==> src/rtl/wb_regfile.sv <==
// rtl/wb_regfile.sv - RV32I writeback stage: result select, 32-entry register file, write-first bypass.
// Optional retire counter output RetireCnt is enabled by defining WB_RETIRE_CNT_EN.
module wb_regfile #(
  parameter int XLEN = 32,
  parameter int AW   = 5
) (
  input  logic            clk,
  input  logic            rst_n,
  input  logic            RegWriteW,
  input  logic [1:0]      ResultSrcW,
  input  logic [AW-1:0]   RdW,
  input  logic [XLEN-1:0] ALUResultW,
  input  logic [XLEN-1:0] ReadDataW,
  input  logic [XLEN-1:0] PCPlus4W,
  input  logic [AW-1:0]   A1,
  input  logic [AW-1:0]   A2,
  output logic [XLEN-1:0] RD1,
  output logic [XLEN-1:0] RD2,
`ifdef WB_RETIRE_CNT_EN
  output logic [31:0]     RetireCnt,
`endif
  output logic [XLEN-1:0] ResultW
);

  localparam int DEPTH = 2 ** AW;

  logic [XLEN-1:0] regs [DEPTH];
  logic            commit;

  assign commit = RegWriteW && (RdW != '0);

  always_comb begin
    ResultW = '0;
    case (ResultSrcW)
      2'b00:   ResultW = ALUResultW;
      2'b01:   ResultW = ReadDataW;
      2'b10:   ResultW = PCPlus4W;
      default: ResultW = '0;
    endcase
  end

  // Entry 0 is never written, so it stays at its reset value of zero.
  always_ff @(posedge clk or negedge rst_n) begin
    if (!rst_n) begin
      for (int i = 0; i < DEPTH; i++) begin
        regs[i] <= '0;
      end
    end else if (commit) begin
      regs[RdW] <= ResultW;
    end
  end

  // Bypass is purely combinational so it stays live even while rst_n is low.
  always_comb begin
    RD1 = '0;
    RD2 = '0;
    if (A1 != '0) begin
      RD1 = (commit && (A1 == RdW)) ? ResultW : regs[A1];
    end
    if (A2 != '0) begin
      RD2 = (commit && (A2 == RdW)) ? ResultW : regs[A2];
    end
  end

`ifdef WB_RETIRE_CNT_EN
  always_ff @(posedge clk or negedge rst_n) begin
    if (!rst_n) begin
      RetireCnt <= '0;
    end else if (commit) begin
      RetireCnt <= RetireCnt + 32'd1;
    end
  end
`endif

endmodule
==> config.mk <==
export PLATFORM = sky130hd
export DESIGN_NAME = wb_regfile
export DESIGN_NICKNAME = d
export VERILOG_FILES = /design/src/rtl/wb_regfile.sv
export SDC_FILE = /design/constraint.sdc
export NUM_CORES = 2
export LEC_CHECK = 0
export CAP_MARGIN = 20
export CORE_ASPECT_RATIO = 0.8
export CORE_MARGIN = 1
export CORE_UTILIZATION = 35
export DETAILED_ROUTE_END_ITERATION = 12
export SYNTH_ARGS = -nofsm -noshare
export SYNTH_HDL_FRONTEND = slang
export SYNTH_SLANG_ARGS = --single-unit
==> constraint.sdc <==
create_clock -name clk -period 4.48 [get_ports clk]
set_input_delay 1.344 -clock clk [delete_from_list [all_inputs] [get_ports clk]]
set_output_delay 1.344 -clock clk [all_outputs]
set_load 0.02 [all_outputs]
==> impl_metrics.json <==
{
  "cpLargestDelayFamily": "buffers and inverters",
  "post_route_cells_drive_above_1_share": 0.309,
  "biggest_area_contributors_in_the_synthesized_netlist": "sky130_fd_sc_hd__dfrtp_1 47%, sky130_fd_sc_hd__mux4_2 17%, sky130_fd_sc_hd__a21oi_1 5.2%",
  "dp_hpwl_microns": 140000,
  "worst_tran_pin_value_ns": 1.22,
  "timing.critical_path.arrival_ns": 3.62,
  "netlist_instances": 5063,
  "worst_ir_drop_vdd_uv": 365,
  "critical_path_required_ns": 3.14,
  "max-slew-margin-rel": 0.190,
  "synth.mux.area_fraction": 0.233,
  "synth_simple_gate_area_share": 0.0969,
  "antenna_violations_before_repair": 3,
  "initial_core_utilization": 0.354,
  "number_of_global_route_vias_before_repair": 44900,
  "setup_viol": 64,
  "post_synthesis_instance_area_sq_mm": 0.0542,
  "die_h_microns": 354,
  "num_vias": 46000,
  "tritoncts": "built",
  "synth_compound_gate_area_share": 0.145,
  "drt-total-wl_microns": 217000,
  "dpl_worst_slack_ns": -1.36,
  "synth_fp_nets": 5179,
  "grt.overflow.total": 0,
  "track_usage": 0.273,
  "synth-async-reset-ratio": 1.00,
  "worst_slack_ns": -0.488,
  "cts-root-buf": "sky130_fd_sc_hd__clkbuf_16",
  "yosys.cell_types.count": 65,
  "fmax_mhz": 201,
  "synth_top_cell_by_area": "sky130_fd_sc_hd__dfrtp_1",
  "post-route-drc-count": 0,
  "cp_peak_stage_delay_ns": 0.49,
  "failed_checks": "negative setup slack",
  "final_min_period_over_clock_period": 1.11,
  "utilization_after_layout": 0.461,
  "timing_worst_setup_path_type": "in -> out",
  "netlist.area_leader.share": 0.473,
  "power_per_cell_area_mw_per_mm2": 427,
  "vias_per_cell": 5.94,
  "hold_path_class": "reg -> reg",
  "synth_flop_cell": "sky130_fd_sc_hd__dfrtp_1",
  "post_synth.cell_area_avg_sq_um": 10.7,
  "rsz0062_at_grt": "yes",
  "io_buffers": 211,
  "first_pass_iters": 6,
  "tns_ns": -16.78,
  "grt_max_degree": 102,
  "outcome": "finished with violations",
  "synth_xor_area_frac": 0.00162,
  "die_width_microns": 442,
  "area_of_the_die_sq_mm": 0.156,
  "critical_path.max_fanout": 7,
  "slowest_stage_cell_crit_path": "sky130_fd_sc_hd__mux4_2",
  "drtAntennaViolNets": 0,
  "layout_overhead_on_the_synthesized_area_pct": 29.9,
  "buffers_and_inverters_on_the_worst_path": 6,
  "floorplan.io_pins": 212,
  "seq_area_frac_synth": 0.473,
  "tritoncts.num_buffers": 110,
  "synth_fa_ha_area_frac": 0,
  "htree_levels": 3,
  "cts_max_path_buffers": 3,
  "crit_chain": "buf_16 > buf_16 > buf_12 > buf_12 > buf_8 > mux4_2 > mux2_4 > o211ai_1 > o211ai_1 > buf_4",
  "final_replace_weighted_congestion": 0.947,
  "largest_reg_flops": 1024,
  "largest_registers": "regs: 1024 flops",
  "timing_hold_violations_final": 0,
  "final_max_slew_viol_count": 0,
  "timing.clock.skew_ns": 0,
  "max-cap-violations": 0,
  "post_synth_edffs": 0,
  "regToRegSetupSlack_ns": 3.68,
  "main_combinational_cell_family_by_area_after_synthesis": "multiplexers",
  "detail_route.wl_per_cell_microns": 28.0,
  "std_cell_rows": 128,
  "crit_path_start_kind": "input port",
  "flip_flop_and_latch_count_after_synthesis": 1024,
  "first_pass_grt_wire_length_microns": 316000,
  "synth_warnings": 0,
  "fin_nets": 5755,
  "post_cts_hold_buffer_count": 0,
  "synth.most_common_cell": "sky130_fd_sc_hd__dfrtp_1",
  "core_area_sq_mm": 0.153,
  "numClockSinks": 1024,
  "regMostFlops": "regs",
  "layoutNonFillerInstCount": 7746,
  "first_iter_violations": 5552,
  "netlist_top_cells_count": "1024 x sky130_fd_sc_hd__dfrtp_1, 612 x sky130_fd_sc_hd__nor2_1, 560 x sky130_fd_sc_hd__a21oi_1, 549 x sky130_fd_sc_hd__nand2_1, 472 x sky130_fd_sc_hd__o21ai_0",
  "clkTransAtPathRegs_ns": 0.06,
  "period_minus_slack_ns": 4.97,
  "timing.critical_path.to_type": "output port",
  "leakage_nw": 30.5,
  "worst_skew_pair.late_latency_ns": 0.71,
  "numPlacedInstances": 7368
}
[layout by cell type, fill, tap and decap left out, types with 57 or more instances in the layout]
cell type / n
sky130_fd_sc_hd__mux2i_1: 248
sky130_fd_sc_hd__nand2_1: 527
sky130_fd_sc_hd__buf_6: 111
sky130_fd_sc_hd__clkdlybuf4s50_1: 121
sky130_fd_sc_hd__nor2_1: 602
sky130_fd_sc_hd__o21ai_0: 468
sky130_fd_sc_hd__buf_12: 139
sky130_fd_sc_hd__dfrtp_1: 1024
sky130_fd_sc_hd__buf_4: 554
sky130_fd_sc_hd__o22ai_1: 57
sky130_fd_sc_hd__mux4_2: 404
sky130_fd_sc_hd__clkbuf_16: 121
sky130_fd_sc_hd__a21oi_1: 521
[what timing repair did]
item	4_1_cts	5_1_grt
pin swaps	54	72
gates cloned	10	7
setup endpoints to repair	70	77
gates resized for setup	456	176
buffers inserted	129	40
[power breakdown]
| group | total [mW] | switching, mW | internal, mW |
|---|---|---|---|
| sequential | 12.6 | 1.50 | 11.1 |
| combinational | 7.87 | 3.88 | 3.98 |
| clock | 9.57 | 3.94 | 5.62 |
| total | 30.0 | 9.33 | 20.7 |
[path summary, 6_finish.rpt]
| check | start | end | depth (start not counted) |
|---|---|---|---|
| max in group asynchronous | rst_n | regs[791]$_DFFE_PN0P_ | 2 |
| worst max-delay path | A1[0] | RD1[20] | 10 |
| min in group asynchronous | rst_n | regs[490]$_DFFE_PN0P_ | 1 |
| worst min register to register | regs[1019]$_DFFE_PN0P_ | regs[1019]$_DFFE_PN0P_ | 0 |
| worst min-delay path | regs[1019]$_DFFE_PN0P_ | regs[1019]$_DFFE_PN0P_ | 0 |
| worst max register to register | regs[471]$_DFFE_PN0P_ | regs[471]$_DFFE_PN0P_ | 2 |
[area by class of cell]
type,instances,area [sq um]
Fill cell,13700,82500
Multi-Input combinational cell,3457,27500
Sequential cell,1024,25600
Timing Repair Buffer,1008,10900
Clock buffer,167,3330
Tap cell,2015,2520
Clock inverter,36,435
Inverter,38,143
Antenna cell,1,2.50
[worst reg2reg max path, stage by stage (launching register included)]
cell,delay (ns)
sky130_fd_sc_hd__dfrtp_1,0.41
sky130_fd_sc_hd__nand2_1,0.09
sky130_fd_sc_hd__o21ai_0,0.13
[stage by stage]
step                      total power, mW  hold slack, ns  instance area (sq um)
after floorplan                      16.8           0.441                  54200
after detailed placement             19.8           0.383                  62800
final                                30.0           0.395                  70400
after CTS                            29.7           0.398                  69300
after global routing                 31.3           0.412                  70400
after global placement               19.6           0.378                  62800
[metal layers]
metal / GRT usage / share of wire
met5: 0 / 0.000097
met1: 0.356 / 0.39
met4: 0.140 / 0.056
met3: 0.0704 / 0.10
met2: 0.419 / 0.45
[kinds of logic (layout without fill, tap and decap cells)]
family,after synthesis,count (layout)
AOI/OAI and AO/OA,1396,1396
and+or+nand+nor,1304,1304
DFF,1024,1024
muxes,747,747
buffers and inverters,582,1249
xor gates and xnor gates,10,10
other,0,1
(Power assumes the default switching activity.)
